$ cat config.mk
export PLATFORM = sky130hd
export DESIGN_NAME = onetotwo_demux_reg
export DESIGN_NICKNAME = d
export VERILOG_FILES = /design/src/rtl/onetotwo_demux_reg.sv
export SDC_FILE = /design/constraint.sdc
export NUM_CORES = 1
export LEC_CHECK = 0
export BUFFER_PORTS_ARGS = -buffer_cell sky130_fd_sc_hd__buf_2
export CAP_MARGIN = 10
export CORE_MARGIN = 5
export CORE_UTILIZATION = 30
export CTS_CLUSTER_SIZE = 14
export DETAILED_ROUTE_END_ITERATION = 8
export GPL_TIMING_DRIVEN = 0
export PLACE_DENSITY = 0.57
export SLEW_MARGIN = 25
export SYNTH_ARGS = -nofsm -noshare
export SYNTH_HDL_FRONTEND = slang
export SYNTH_SLANG_ARGS = --single-unit
export TNS_END_PERCENT = 30
$ cat constraint.sdc
create_clock -name CLK -period 3.5 [get_ports CLK]
set_input_delay 0.7 -clock CLK [delete_from_list [all_inputs] [get_ports CLK]]
set_output_delay 0.7 -clock CLK [all_outputs]
set_load 0.01 [all_outputs]
$ cat src/rtl/onetotwo_demux_reg.sv
// Registered 1-to-2 demultiplexer: one valid/ready input stream is steered by S
// into one of two independently back-pressured output ports with pop counters.
module onetotwo_demux_reg #(
    parameter int W = 8
) (
    input  logic         CLK,
    input  logic         RST_N,
    input  logic         S,
    input  logic [W-1:0] A,
    input  logic         A_VALID,
    output logic         A_READY,
    output logic [W-1:0] Y0,
    output logic         Y0_VALID,
    input  logic         Y0_READY,
    output logic [W-1:0] Y1,
    output logic         Y1_VALID,
    input  logic         Y1_READY,
    output logic [7:0]   CNT0,
    output logic [7:0]   CNT1
);

    logic [1:0]        ready_w;
    logic [1:0]        full_w;
    logic [1:0][W-1:0] data_w;
    logic [1:0][7:0]   cnt_w;
    logic              accept_w;

    assign ready_w = {Y1_READY, Y0_READY};

    // A port can take a word if it is empty or is being drained this same cycle.
    assign A_READY  = RST_N && (S ? (!full_w[1] || ready_w[1])
                                  : (!full_w[0] || ready_w[0]));
    assign accept_w = A_VALID && A_READY;

    genvar gi;
    generate
        for (gi = 0; gi < 2; gi++) begin : g_port
            logic         sel;
            logic         load;
            logic         pop;
            logic         full_q;
            logic         full_d;
            logic [W-1:0] data_q;
            logic [W-1:0] data_d;
            logic [7:0]   cnt_q;
            logic [7:0]   cnt_d;

            if (gi == 0) begin : g_sel0
                assign sel = !S;
            end else begin : g_sel1
                assign sel = S;
            end

            assign load = accept_w && sel;
            assign pop  = full_q && ready_w[gi];

            always_comb begin
                full_d = full_q;
                data_d = data_q;
                cnt_d  = cnt_q;
                if (pop) begin
                    full_d = 1'b0;
                    cnt_d  = cnt_q + 8'd1;
                end
                // A load in the same cycle as a pop keeps the port full.
                if (load) begin
                    full_d = 1'b1;
                    data_d = A;
                end
            end

            always_ff @(posedge CLK or negedge RST_N) begin
                if (!RST_N) begin
                    full_q <= 1'b0;
                    data_q <= '0;
                    cnt_q  <= 8'd0;
                end else begin
                    full_q <= full_d;
                    data_q <= data_d;
                    cnt_q  <= cnt_d;
                end
            end

            assign full_w[gi] = full_q;
            assign data_w[gi] = data_q;
            assign cnt_w[gi]  = cnt_q;
        end
    endgenerate

    assign Y0       = data_w[0];
    assign Y1       = data_w[1];
    assign Y0_VALID = full_w[0];
    assign Y1_VALID = full_w[1];
    assign CNT0     = cnt_w[0];
    assign CNT1     = cnt_w[1];

endmodule

==> results of run 1 <==
-- area by class of cell --
| class | count | share of cell area |
|---|---|---|
| flip-flops and latches | 34 | 0.4749 |
| multi-input cells | 64 | 0.2968 |
| repair buffers | 48 | 0.1341 |
| clock buffers | 7 | 0.04818 |
| well taps | 52 | 0.03631 |
| plain buffers | 2 | 0.006983 |
| clock inverters | 1 | 0.002793 |
-- worst max-delay path by stage --
stage | start | to | slack [ns] | cells past startpoint
after floorplan | Y1_READY | A_READY | 1.73 | 3
after global placement | RST_N | Y0[3] | 0.95 | 4
after detailed placement | RST_N | Y0[5] | 0.86 | 4
after CTS | RST_N | A_READY | 1.08 | 3
after global routing | RST_N | A_READY | 0.95 | 3
final | RST_N | A_READY | 1.13 | 3
-- logic make-up after synthesis --
group                    after synthesis
AO/OA/AOI/OAI                          1
flip-flops                            34
buffers and inverters                  2
XOR/XNOR                              14
multiplexers                          19
AND/OR/NAND/NOR                       28
adder cells (fa/ha/maj)                2
-- worst register-to-register path: stages (launching register included) --
cell,delay (ns)
dfrtp_1,0.40
nand2b_2,0.10
nor3b_4,0.45
mux2_2,0.39
-- stage by stage --
step / area, µm² / setup slack [ns] / instances / total power [mW] / utilization
floorplan: 1395 / 1.732 / 100 / 0.7135 / -
global route: 1792 / 0.9484 / 208 / 1.208 / 0.4032
detailed placement: 1700 / 0.8600 / 200 / 0.8571 / 0.3826
finish: 1792 / 1.134 / 208 / 1.131 / 0.4032
CTS: 1792 / 1.080 / 208 / 1.154 / 0.4032
global placement: 1700 / 0.9503 / 200 / 0.8448 / 0.3826
-- cells in the final DEF, fill, tap and decap left out, types with 2 or more instances in the layout --
cell type,count
buf_2,49
nand3_1,2
mux2_2,18
clkbuf_8,6
nor2b_1,2
and3_1,3
ha_1,2
xnor2_1,10
nand2_1,9
dfrtp_1,34
nand4_1,4
and4_1,2
xor2_1,4
-- power by group --
| group | switching [mW] | total, mW | internal, mW | leakage [nW] |
|---|---|---|---|---|
| Sequential | 0.0801 | 0.563 | 0.483 | 0.425 |
| Combinational | 0.136 | 0.281 | 0.145 | 0.425 |
| Clock | 0.128 | 0.287 | 0.158 | 0.0482 |
-- registers in the layout, summed over array words and instances (netlist names) --
register  flops
Y0            8
CNT1          8
Y1            8
Y0_VALID      1
Y1_VALID      1
CNT0          8
-- routing by layer --
| layer | share of wire | vias to the layer above | GRT usage |
|---|---|---|---|
| met5 | 0 | - | 0 |
| met4 | 0.0081 | 0 | 0.03147 |
| met3 | 0.11 | 4 | 0.05263 |
| met2 | 0.46 | 40 | 0.1661 |
| met1 | 0.42 | 475 | 0.1182 |
| li1 | - | 454 | - |
==> results.json, run 1 <==
{
  "slowest_stage": "buf_2",
  "synth_area_leader_cell": "dfrtp_1",
  "io_pins": 49,
  "grt_pass1_wl_mm": 4.988,
  "grt_start_max_net_pins": 38,
  "synth-seq-area-share": 0.6099,
  "firstDrtPassIters": 4,
  "layout.nets": 171,
  "hp-class": "register to register",
  "yosysUniqueCellTypes": 21,
  "slew_violations": 0,
  "clk_latency_ns": 0.28,
  "gp_congestion": 0.7483,
  "worstMarginPinSlew_ns": 0.7893,
  "wire_per_inst_um": 13.58,
  "synth_compound_area_frac": 0.003587,
  "fin_crit_sh": 0.6759,
  "period_needed_ns": 2.366,
  "setup_viol": 0,
  "path_cells": "buf_2 > nor2b_1 > buf_2",
  "cts_setup_buffers": 0,
  "synth.area.mux_share": 0.1525,
  "min_to": "CNT0[7]",
  "ir_worst_vdd_uv": 234.9,
  "fill_cells": 450,
  "ff2ff_setup_slack_ns": 2.05,
  "ys.flop_type": "dfrtp_1",
  "final_hold_viol_count": 0,
  "cts_buffers": 5,
  "fmax_mhz": 422.7,
  "cts_buffer_depth": 2,
  "via_per_inst": 4.678,
  "hold_ws_ns": 0.4589,
  "rsz0062_at_grt": "no",
  "synth_nets": 116,
  "synth_top_family_by_area": "multiplexers",
  "yosysWarnings": 0,
  "clock-root-buffer": "clkbuf_8",
  "async_reset_ff_frac": 1.000,
  "crit_fanout": 37,
  "hold_buffers": 0,
  "clk_pin_slew_ns": 0.06,
  "worstPathArrival_ns": 1.67,
  "fp.coreArea_um2": 4444,
  "synth.avg_cell_area_um2": 13.95,
  "synth_area_leaders": "dfrtp_1 61%, mux2_2 15%, xnor2_1 6.3%",
  "synth_adder_area_share": 0.01794,
  "antenna_left": 0,
  "relSlewSlack": 0.4738,
  "synthTopCellsByCount": "34 x dfrtp_1, 18 x mux2_2, 10 x xnor2_1",
  "drc": 0,
  "start_util": 0.3139,
  "maxCapViolCount": 0,
  "rows": 24,
  "grt_pass1_vias": 1075,
  "synth_cells": 100,
  "die_h_um": 78.20,
  "globalRouteOverflowTotal": 0,
  "leakage_nw": 0.8980,
  "worst-path-buf-inv": 2,
  "grt_util_all_layers": 0.1024,
  "antenna_cells": 0,
  "cts.repair.resized": 0,
  "synth-simple-area-share": 0.1193,
  "die-area_um2": 6114,
  "status": "finished, final reports clean",
  "ys_seq_elements": 34,
  "critical_path_class": "input port to primary output",
  "worstSetupStartpointType": "input port",
  "yosysMostFrequentCell": "dfrtp_1",
  "cts_tree": "built",
  "drt_iter0_markers": 37,
  "drive_gt1_frac": 0.4936,
  "drt-total-wl_mm": 2.824,
  "antenna_found_initial": 0,
  "end_kind": "primary output",
  "synth-edff-count": 0,
  "die_w_um": 78.20,
  "netlist_area_um2": 1395,
  "r2r-end": "Y0[1]",
  "holdPathStages": 1,
  "portBuffers": 48,
  "hpwl_mm": 2.127,
  "critPathTopFamily": "buffers and inverters",
  "critPathMaxStageDelay_ns": 0.60,
  "ff_latch_area_um2": 850.8,
  "tns_ns": 0,
  "rr_worst_depth": 3,
  "p_per_area_nw_per_um2": 631.0,
  "cts.sinks": 34,
  "cp.required_ns": 2.80,
  "synth_top_cell_area_share": 0.6099,
  "multi_input_area_um2": 531.8,
  "finalClockSkew_ns": 0.005635,
  "crit_path_frequent_cell": "buf_2",
  "min-delay-start": "CNT0[7]",
  "ctsHtreeMaxLevel": 2,
  "vias": 973,
  "rr_startpoint": "Y0_VALID",
  "areaGrowthSynthToFinish_pct": 28.43,
  "synth_xor_area_frac": 0.08789
}
Power figures use the tool's default switching activity.
==> inputs of run 2 (changes only) <==
Settings changed: ABC_AREA set to 1, PLACE_DENSITY 0.57 to 0.55.
Clock period 3.5 ns to 2.4 ns, I/O delays scaled along.
==> results.json, run 2 <==
{
  "tns_ns": 0,
  "clock-root-buffer": "clkbuf_8",
  "firstDrtPassIters": 4,
  "synth_area_leaders": "dfrtp_1 53%, nand2_1 14%, nand4_1 5.0%",
  "yosysUniqueCellTypes": 23,
  "rsz0062_at_grt": "no",
  "layout.nets": 246,
  "synth_nets": 192,
  "slew_violations": 0,
  "crit_fanout": 36,
  "layout_commonest_cell": "nand2_1",
  "fmax_mhz": 462.8,
  "rows": 26,
  "ir_worst_vdd_uv": 320.7,
  "vias": 1313,
  "drc": 0,
  "yosysMostFrequentCell": "nand2_1",
  "drive_gt1_frac": 0.3463,
  "critical_path_class": "input port to primary output",
  "clk_pin_slew_ns": 0.07,
  "critPathMaxStageDelay_ns": 0.64,
  "synth-edff-count": 0,
  "hpwl_mm": 2.595,
  "antenna_cells": 0,
  "grt_pass1_vias": 1401,
  "hold_ws_ns": 0.2987,
  "cp.required_ns": 1.92,
  "period_needed_ns": 2.161,
  "die_h_um": 83.41,
  "hp-class": "input port to asynchronous set/reset pin",
  "start_util": 0.3125,
  "worstPathArrival_ns": 1.68,
  "clk_latency_ns": 0.28,
  "via_per_inst": 4.362,
  "synth_top_cell_area_share": 0.5263,
  "areaGrowthSynthToFinish_pct": 25.62,
  "antenna_left": 0,
  "hold_buffers": 0,
  "fin_crit_sh": 0.9003,
  "synth_area_leader_cell": "dfrtp_1",
  "netlist_area_um2": 1617,
  "total_power_mw": 1.677,
  "io_pins": 49,
  "cts_setup_buffers": 0,
  "die_w_um": 83.41,
  "wire_per_inst_um": 11.34,
  "ctsHtreeMaxLevel": 2,
  "layout_setup_ws_ns": 0.2392,
  "crit_path_frequent_cell": "buf_2",
  "setup_viol": 0,
  "portBuffers": 47,
  "fill_cells": 526,
  "ff2ff_setup_slack_ns": 1.17,
  "finalClockSkew_ns": 0.002430,
  "synth-seq-area-share": 0.5263,
  "drt-total-wl_mm": 3.413,
  "slowest_stage": "buf_2",
  "async_reset_ff_frac": 1.000,
  "p_per_area_nw_per_um2": 825.6,
  "grt_start_max_net_pins": 37,
  "path_cells": "buf_2 > nand2_2 > nor2_8 > buf_2",
  "maxCapViolCount": 0,
  "multi_input_area_um2": 628.1,
  "place_ws_ns": 0.1565,
  "ff_latch_area_um2": 850.8,
  "fp.coreArea_um2": 5172,
  "cts_buffer_depth": 2,
  "gp_congestion": 0.7152,
  "cts_tree": "built",
  "synth.avg_cell_area_um2": 9.185,
  "relSlewSlack": 0.4389,
  "ys.flop_type": "dfrtp_1",
  "cts_buffers": 5,
  "worstMarginPinSlew_ns": 0.8416,
  "final_util": 0.3926,
  "die-area_um2": 6956,
  "cts.repair.resized": 0,
  "globalRouteOverflowTotal": 0,
  "status": "finished, final reports clean",
  "synthTopCellsByCount": "59 x nand2_1, 34 x dfrtp_1, 21 x inv_1",
  "antenna_found_initial": 0,
  "cts.sinks": 34,
  "end_kind": "primary output",
  "grt_util_all_layers": 0.1091,
  "final_hold_viol_count": 0,
  "leakage_nw": 1.136,
  "drt_iter0_markers": 11,
  "synth_cells": 176,
  "worstSetupStartpointType": "input port",
  "yosysWarnings": 0,
  "grt_pass1_wl_mm": 6.168,
  "layout_common_cells": "59 x nand2_1, 47 x buf_2, 34 x dfrtp_1",
  "ys_seq_elements": 34
}
run 2: cell types whose count changed after synthesis, moves of 3 or more:
cell,previous run,this run
mux2_2,18,0
and3_1,3,0
nand2_1,9,59
o21ai_2,0,8
xnor2_1,10,4
nor2_1,1,5
inv_2,0,5
nand2_2,0,3
inv_1,0,21
nand3_1,2,5
nand4_1,4,13
run 2: cell type report:
type,count,share of cell area
repair buffers,47,0.1158
multi-input cells,111,0.3093
clock inverters,1,0.002465
plain buffers,2,0.007394
clock buffers,7,0.04251
inverters,29,0.06038
flip-flops and latches,34,0.4190
well taps,70,0.04313
run 2: per-layer routing:
metal	GRT usage	routed length [µm]
met5	0	0
met4	0.04458	47
met3	0.04653	302
met2	0.1742	1540
met1	0.1285	1522
run 2: final timing paths:
| kind | startpoint | end | depth (start not counted) |
|---|---|---|---|
| setup / recovery | RST_N | A_READY | 4 |
| min in group CLK | A[0] | Y1[0] | 3 |
| hold reg to reg | Y0[4] | Y0[4] | 2 |
| max in group asynchronous | RST_N | Y0[5] | 1 |
| hold / removal | RST_N | CNT1[6] | 1 |
| setup reg to reg | Y1_VALID | Y0[5] | 6 |
run 2: power breakdown:
group / switching [mW] / total, mW / internal, mW
Combinational: 0.255 / 0.443 / 0.189
Sequential: 0.107 / 0.802 / 0.695
Clock: 0.200 / 0.431 / 0.231
run 2: critical path, delay by kind of cell:
family / cells / cell delay (ns)
buf+inv: 2 / 0.80
simple gates: 2 / 0.39
run 2: kinds of logic after synthesis:
family                     count (synthesis)  synth area share
AOI/OAI and AO/OA                         10           0.05108
buffers and inverters                     31           0.08514
and+or+nand+nor                           92            0.2841
adders and majority gates                  2           0.01548
xor gates and xnor gates                   7           0.03793
DFF                                       34            0.5263
run 2: through the flow:
stage | cells | area, µm²
after floorplan | 176 | 1617
after detailed placement | 293 | 1939
after global routing | 301 | 2031
after CTS | 301 | 2031
after global placement | 293 | 1939
final | 301 | 2031
